===== config.mk =====
export PLATFORM = sky130hd
export DESIGN_NAME = divider_4bit
export DESIGN_NICKNAME = d
export VERILOG_FILES = /design/src/rtl/divider_4bit.sv
export SDC_FILE = /design/constraint.sdc
export NUM_CORES = 1
export LEC_CHECK = 0
export CAP_MARGIN = 15
export CORE_MARGIN = 2
export CORE_UTILIZATION = 51
export CTS_BUF_LIST = sky130_fd_sc_hd__clkbuf_4 sky130_fd_sc_hd__clkbuf_8
export CTS_CLUSTER_DIAMETER = 120
export CTS_CLUSTER_SIZE = 28
export DETAILED_ROUTE_END_ITERATION = 8
export PLACE_DENSITY = 0.85
export SKIP_CTS_REPAIR_TIMING = 1
export SLEW_MARGIN = 30
export SYNTH_ARGS = -nofsm -noshare
export SYNTH_HDL_FRONTEND = slang
export SYNTH_SLANG_ARGS = --single-unit

===== constraint.sdc =====
create_clock -name clk -period 2.4 [get_ports clk]
set_input_delay 0.48 -clock clk [delete_from_list [all_inputs] [get_ports clk]]
set_output_delay 0.48 -clock clk [all_outputs]
set_load 0.03 [all_outputs]

===== src/rtl/divider_4bit.sv =====
// Four-bit unsigned restoring divider: one quotient bit per clock through a 5-bit trial subtractor.
// Define DIV_ZERO_DETECT_EN to short-circuit divide-by-zero straight to DONE and raise div_by_zero.
module divider_4bit (
   input  logic       clk,
   input  logic       rst,
   input  logic       start,
   input  logic [3:0] dividend,
   input  logic [3:0] divisor,
   output logic [3:0] quotient,
   output logic [3:0] remainder,
   output logic       busy,
   output logic       done,
   output logic       div_by_zero
);

   localparam logic [1:0] IDLE = 2'd0;
   localparam logic [1:0] CALC = 2'd1;
   localparam logic [1:0] DONE = 2'd2;

   logic [1:0] state;
   logic [1:0] counter;
   logic [3:0] dvd_r;
   logic [3:0] dvs_r;
   logic [3:0] part_rem;
   logic [3:0] quo_work;

   logic [4:0] shifted;
   logic [5:0] trial;
   logic       borrow;
   logic [3:0] part_rem_next;
   logic [3:0] quo_next;

   // Both truncations to 4 bits are safe: the partial remainder stays below the divisor,
   // and with a zero divisor it simply accumulates the dividend bits.
   always_comb begin
      shifted       = {part_rem, dvd_r[counter]};
      trial         = {1'b0, shifted} - {2'b00, dvs_r};
      borrow        = trial[5];
      part_rem_next = borrow ? shifted[3:0] : trial[3:0];
      quo_next          = quo_work;
      quo_next[counter] = ~borrow;
   end

   assign busy = (state == CALC);
   assign done = (state == DONE);

`ifdef DIV_ZERO_DETECT_EN
   logic dbz_flag;
   assign div_by_zero = dbz_flag;
`else
   assign div_by_zero = 1'b0;
`endif

   always_ff @(posedge clk or posedge rst) begin
      if (rst) begin
         state     <= IDLE;
         counter   <= 2'd0;
         dvd_r     <= 4'd0;
         dvs_r     <= 4'd0;
         part_rem  <= 4'd0;
         quo_work  <= 4'd0;
         quotient  <= 4'd0;
         remainder <= 4'd0;
`ifdef DIV_ZERO_DETECT_EN
         dbz_flag  <= 1'b0;
`endif
      end else begin
         case (state)
            IDLE, DONE: begin
               if (start) begin
                  dvd_r    <= dividend;
                  dvs_r    <= divisor;
                  part_rem <= 4'd0;
                  quo_work <= 4'd0;
                  counter  <= 2'd3;
`ifdef DIV_ZERO_DETECT_EN
                  if (divisor == 4'd0) begin
                     quotient  <= 4'hF;
                     remainder <= dividend;
                     dbz_flag  <= 1'b1;
                     state     <= DONE;
                  end else begin
                     state <= CALC;
                  end
`else
                  state <= CALC;
`endif
               end else begin
                  state <= IDLE;
               end
            end
            CALC: begin
               part_rem <= part_rem_next;
               quo_work <= quo_next;
               counter  <= counter - 2'd1;
               if (counter == 2'd0) begin
                  quotient  <= quo_next;
                  remainder <= part_rem_next;
`ifdef DIV_ZERO_DETECT_EN
                  dbz_flag  <= 1'b0;
`endif
                  state     <= DONE;
               end
            end
            default: state <= IDLE;
         endcase
      end
   end

endmodule


# After elaboration in Yosys (flattened, before gate mapping)
# Index checks and enable logic that the tools add are counted.
totals:
  in_bits: 11
  reg_bits: 28
  output_inout_bits: 11
  word_cells: 39
op_classes:
  mux: 14
  add_sub_neg: 2
  n_lt_le_gt_ge: 2
  n_bitwise: 1
  n_eq_ne: 4
  n_reduce_logical: 8
ops:
  columns: ["op", "n"]
  rows:
  - ["4-bit case mux with 2 select lines", 2]
  - ["4-bit two-way mux", 2]
  - ["2-bit case mux with 2 select lines", 2]
  - ["2-bit AND reduction", 3]
  - ["5-bit by 4-bit subtractor with 6-bit output", 1]
  - ["4-bit bitwise mux", 1]
  - ["2-bit logical NOT", 2]
  - ["2-bit two-way mux", 2]
  - ["2-bit by 3-bit less-than comparator with 1-bit output, second input constant", 1]
  - ["1-bit two-way mux", 3]
  - ["1-bit binary-select mux with 2-bit select", 1]
  - ["1-bit demux with 2-bit select", 1]
  - ["2-bit by 1-bit == test with 1-bit output, second input constant", 1]
  - ["2-bit == test, second input constant", 1]
  - ["2-bit by 1-bit >= comparator with 1-bit output, second input constant", 1]
  - ["2-bit by 1-bit != test with 1-bit output, second input constant", 1]
  - ["2-bit != test, second input constant", 1]
  - ["2-bit nonzero test", 1]
  - ["2-bit OR reduction", 1]
  - ["2-bit by 1-bit subtractor with 2-bit output, second input constant", 1]
  - ["1-bit logical AND", 1]
  - ["1-bit NOT", 1]

# Logic depth before layout (Yosys ltp)
# Gate-level depths: netlist of run 1.
logic_depth:
  word_depth: 6
  ltp_mapped: 9
  mapped_depth_nobuf: 9

# Worst setup path after synthesis of run 1
# No wires, ideal clock.
synth_path:
  path_type: "register to register"
  start: "reg counter[0]"
  end: "reg part_rem[2]"
  setup_time_ps: 128
  path_stages_with_launch: 10
  n_path_buf: 0
  period_less_slack_ps: 2075
  t_required_ps: 2272
  t_arrival_ps: 1948
  path_slack_ps: 325
  path_cell_list: "dfrtp_1 -> mux4_2 -> inv_1 -> ha_1 -> inv_1 -> fa_1 -> xnor2_1 -> nor2_1 -> o21ai_0 -> nand3_1"
synth_via:
  elab_chain_len: 5
synth_lines:
  columns: ["item", "line_no", "source"]
  rows:
  - ["start, declared", "21", "logic [1:0] counter;"]
  - ["start signal, assigned", "95", "counter <= counter - 2'd1;"]
  - ["1-bit binary-select mux with 2-bit select", "36", "shifted = {part_rem, dvd_r[counter]};"]
  - ["1-bit two-way mux (not written as such)", "36", null]
  - ["5-bit by 4-bit subtractor with 6-bit output", "37", "trial = {1'b0, shifted} - {2'b00, dvs_r};"]
  - ["4-bit two-way mux", "39", "part_rem_next = borrow ? shifted[3:0] : trial[3:0];"]
  - ["4-bit case mux with 2 select lines", "68", "case (state)"]
  - ["end signal, assigned", "93", "part_rem <= part_rem_next;"]
  - ["end, declared", "24", "logic [3:0] part_rem;"]
# Every way passes these cells. The select of a mux whose other input is x is not followed.
# A chain may end at the register's enable or synchronous reset.

# Worst setup path in the final report of run 1
layout_path:
  start: "reg state[1]"
  end: "out busy"
layout_via:
  elab_chain_len: 1
layout_lines:
  columns: ["item", "line_no", "source"]
  rows:
  - ["start, declared", "20", "logic [1:0] state;"]
  - ["start signal, assigned", "56", "state <= IDLE;"]
  - ["start signal, assigned", "86", "state <= CALC;"]
  - ["start signal, assigned", "89", "state <= IDLE;"]
  - ["2-bit by 1-bit == test with 1-bit output", "44", "assign busy = (state == CALC);"]
  - ["end, declared", "11", "output logic busy,"]
# Every way passes these cells.

==> results of run 1 <==
[flip-flops by register name, summed over array words and instances, names as in the netlist]
register   cells
counter        2
state          2
remainder      4
dvs_r          4
part_rem       4
dvd_r          4
quotient       4
quo_work       3
[worst paths after layout]
check / startpoint / end / slack (ns) / cells past startpoint
setup reg to reg: counter[0] / part_rem[2] / 0.19 / 9
setup / recovery: state[1] / busy / 0.15 / 3
max in group asynchronous: rst / counter[0] / 1.65 / 3
hold reg to reg: quotient[0] / quotient[0] / 0.50 / 2
min in group clk: quotient[0] / quotient[0] / 0.50 / 2
hold / removal: rst / dvd_r[2] / 0.48 / 3
[synth_stat cells, drive strengths merged, types with 2 or more instances]
cell type / instances
mux2: 8
nand2: 14
inv: 10
a32o: 3
nor2: 6
clkbuf: 2
o31ai: 3
ha: 8
nor2b: 2
nand3: 3
dfrtp: 27
nand2b: 2
and3: 3
nand4: 5
o21ai: 16
o311ai: 2
buf: 4
[per-stage QoR]
stage | instances | power (mW) | hold WS [ns] | util [%] | instance area, um^2
CTS | 184 | 2.62 | 0.496 | 61.4 | 1670
detailed placement | 180 | 2.41 | 0.472 | 60.3 | 1640
global placement | 180 | 2.33 | 0.464 | 60.3 | 1640
global route | 184 | 2.83 | 0.526 | 61.5 | 1670
floorplan | 132 | 1.99 | 0.461 | - | 1420
finish | 184 | 2.62 | 0.480 | 61.5 | 1670
[where the power goes]
part	switching (mW)	leakage [nW]	total (mW)	internal (mW)
Combinational	0.906	0.402	1.58	0.678
Sequential	0.149	0.329	0.821	0.672
Clock	0.150	0.0139	0.213	0.0638
Total	1.20	0.745	2.62	1.41
[metal layers]
layer | global-route usage [%] | vias to the layer above | part of all wire, %
li1 | - | 507 | -
met1 | 26.3 | 516 | 45
met2 | 29.9 | 35 | 49
met4 | 9.30 | 0 | 2.3
met5 | 0 | - | 0
met3 | 2.76 | 8 | 4.2
[cell families after synthesis]
| kind of cell | Yosys count | share of synthesized area [%] |
|---|---|---|
| AOI/OAI and AO/OA | 30 | 14.8 |
| DFF | 27 | 47.6 |
| other | 1 | 0.264 |
| xor gates and xnor gates | 1 | 0.617 |
| and+or+nand+nor | 39 | 14.4 |
| muxes | 9 | 7.93 |
| buffers and inverters | 16 | 5.90 |
| adders and majority gates | 9 | 8.46 |
[area by class of cell]
type | count | area [um^2]
fillers | 250 | 1040
flip-flops and latches | 27 | 677
multi-input cells | 89 | 661
repair buffers | 23 | 223
well taps | 31 | 38.8
inverters | 10 | 37.5
clock buffers | 3 | 22.5
clock inverters | 1 | 7.51
[critical path: cells and delay by family, from the launching register on]
family	cells	cell delay, ns
flops	1	0.42
buf+inv	2	0.85
simple gates	1	0.17
==> qor.yml, run 1 <==
ant_nets: 0
synth.ff_latch_count: 27
fp.dieH_um: 56.8
synth_fp_nets: 152
hpwl_um: 2150
synth_seq_area_share_pct: 47.6
chipWidth_um: 56.8
tns_ns: 0
core_um2: 2710
viasPerCell: 5.79
cp_max_fo: 10
powerDensity_nw_per_um2: 1570
cts_tree: "built"
cts-root-buf: "clkbuf_4"
tightest_slew_ns: 0.777
peakVddDrop_mv: 0.899
drcViolationCount: 0
grt_pass1_vias: 1076
required_ns: 1.92
setup_viol: 0
drt_iter0_markers: 26
core.rowCount: 19
grt_pass1_wl_um: 4860
avgSynthCellArea_um2: 10.8
h-tree-depth: 1
synthFlopType: "dfrtp_1"
finalHoldViolCount: 0
rsz0062_at_grt: "no"
ys_async_sr_fraction_pct: 100
p_leak_nw: 0.745
grt_max_degree: 28
period_share_pct: 93.9
yosys.area.top_type_share_pct: 47.6
synth_area_leaders: "dfrtp_1 (48%), ha_1 (7.0%), mux2_2 (6.3%)"
clock.fmax_mhz: 444
io_pins: 22
yosys.area.top_type: "dfrtp_1"
hold_class: "primary input to asynchronous set/reset pin"
routed-via-count: 1066
layout-drive-gt1-share_pct: 19.0
slowest_stage: "clkdlybuf4s50_1"
initial_core_util_pct: 52.4
layout_commonest_cell: "dfrtp_1"
syn_area_um2: 1420
setup_slack_ns: 0.146
cap_viol_max_count: 0
drtPass1Iterations: 4
area_growth_pct: 17.4
yosysWarnings: 0
die_area_um2: 3220
pre_cts_ws_ns: 0.152
clk_latency_ns: 0.33
syn_inst: 132
critPathMaxStageDelay_ns: 0.69
gp_congestion: 0.896
clockBufferDepth: 2
slew_headroom_pct: 48.0
synth_edf_count: 0
clk_pin_slew_worst_paths_ns: 0.17
nets: 174
maxSlewViolCount: 0
gr-total-overflow: 0
clock-sinks: 27
wire_per_inst_um: 15.3
status: "complete, no violations"
worstSetupEndpointType: "primary output"
antenna_found_initial: 0
path_class: "register to primary output"
worstPathArrival_ns: 1.77
io_buffers: 20
path_cells: "nand2b_1 -> inv_2 -> clkdlybuf4s50_1"
cts_buffers: 3
grtUsageTotal_pct: 19.2
critPathLaunchType: "register"
drt-total-wl_um: 2820
diodes: 0
layout_common_cells: "dfrtp_1 (26), clkdlybuf4s50_1 (20), nand2_1 (13), o21ai_0 (13)"
ys_types: 38
fin_crit_ns: 2.25
final.setup_skew_ns: 0.00963
(Power assumes the default switching activity.)
==> run 2, diff against run 1 <==
CORE_ASPECT_RATIO = 0.7   (was not set)
CORE_MARGIN = not set   (was 2)
CORE_UTILIZATION = 50   (was 51)
PLACE_DENSITY = 0.87   (was 0.85)
clock period = 2 ns   (was 2.4 ns; I/O delays follow)
==> run 2 against run 1 <==
The flow now finishes with violations (setup timing). Sequential cell count unchanged. First-iteration DRC count rose to 2.8 times the previous value. Count of clock-buffer cells in the layout unchanged. Utilization up 9.0 points. Sequential share of layout area down 3.3 points. Worst hold slack worse by 0.011 ns. Worst setup slack worse by 0.21 ns. Final area up 8.8%. Critical path type is now register to register. Highest routed layer unchanged.
==> qor.yml, run 2 (synthesis results as in run 1) <==
status: "finished with violations"
violations: "setup timing"
placedCellCount: 188
ant_nets: 0
routed-via-count: 1110
cp_max_fo: 2
setup_slack_ns: -0.0621
io_pins: 22
fill_cells: 177
hold_class: "primary input to asynchronous set/reset pin"
required_ns: 2.17
viasPerCell: 5.72
wire_per_inst_um: 14.9
core_um2: 2570
setup_viol: 5
cts_buffers: 3
clockBufferDepth: 2
initial_core_util_pct: 55.2
diodes: 0
final.setup_skew_ns: 0.00904
timing.rr.end: "part_rem[2]"
finalHoldViolCount: 0
gr-total-overflow: 0
period_share_pct: 103
io_buffers: 20
drtPass1Iterations: 4
ff2ff_path_depth: 9
path_class: "register to register"
drcViolationCount: 0
clk_pin_slew_worst_paths_ns: 0.10
layout_commonest_cell: "dfrtp_1"
maxSlewViolCount: 0
gp_congestion: 0.883
cap_viol_max_count: 0
critPathLaunchType: "register"
r2r_start: "counter[0]"
utilization_pct: 70.5
fp.dieH_um: 46.6
h-tree-depth: 1
grt_max_degree: 28
hpwl_um: 1940
worstPathArrival_ns: 2.23
worstSetupEndpointType: "register"
layout-drive-gt1-share_pct: 28.1
nets: 181
clock-sinks: 27
drt_iter0_markers: 73
stdcell_count: 194
layout_common_cells: "dfrtp_1 (27), clkdlybuf4s50_1 (19), nand2_1 (13)"
clk_latency_ns: 0.27
chipWidth_um: 65.7
rsz0062_at_grt: "yes"
rrSetupSlack_ns: -0.06
core.rowCount: 15
area_growth_pct: 27.7
fin_crit_ns: 2.06
grt_pass1_wl_um: 4440
cts-root-buf: "clkbuf_8"
antenna_found_initial: 0
die_area_um2: 3060
drt-total-wl_um: 2900
grtUsageTotal_pct: 20.1
cts_tree: "built"
grt_pass1_vias: 945
clock.fmax_mhz: 485
run 2: cell type report:
class	count	area [um^2]	area share, %
clock inverter	1	7.51	0.414
inverter	10	37.5	2.07
tap	34	42.5	2.35
timing repair buffer	30	285	15.7
multi-input combinational	89	723	39.9
sequential	27	676	37.3
clock buffer	3	41.3	2.28
run 2: stage by stage:
step	hold slack (ns)	TNS, ns	setup slack, ns	instance area [um^2]
after global placement	0.462	0	0.0485	1700
after CTS	0.484	-0.199	-0.103	1750
final	0.469	-0.154	-0.0621	1810
after global routing	0.511	-1.01	-0.171	1810
after floorplan	0.453	0	0.000936	1440
after detailed placement	0.471	-0.0259	-0.0136	1700
run 2: metal layers:
| metal | GRT usage [%] | vias to the layer above | wire length, um |
|---|---|---|---|
| met2 | 30.4 | 53 | 1360 |
| met1 | 28.0 | 530 | 1310 |
| met3 | 6.44 | 4 | 198 |
| met4 | 4.78 | 0 | 25 |
| met5 | 0 | - | 0 |
| li1 | - | 523 | - |
run 2: worst max path at each step:
stage / from / end / slack, ns
after global placement: counter[0] / part_rem[1] / 0.05
final: counter[0] / part_rem[2] / -0.06
after detailed placement: counter[0] / part_rem[1] / -0.01
after global routing: counter[0] / part_rem[2] / -0.17
after floorplan: counter[0] / remainder[1] / 0.0009
after CTS: state[1] / busy / -0.10
run 2: critical path, stage by stage (launching register included):
cell,delay [ns]
dfrtp_1,0.38
mux4_2,0.53
inv_2,0.08
ha_4,0.13
inv_2,0.04
fa_2,0.35
xnor2_2,0.19
nor2_1,0.06
o21ai_1,0.10
nand3_1,0.09
Power of run 2 is not shown: default switching activity piles up to over one toggle a cycle in this logic, so the estimate is an artifact.
==> run 3, diff against run 2 <==
CTS_CLUSTER_DIAMETER = 200   (was 120)
==> results of run 3 <==
No change in the layout: final DEF, timing and power equal those of run 2.
Power of run 3 is left out for the same reason.
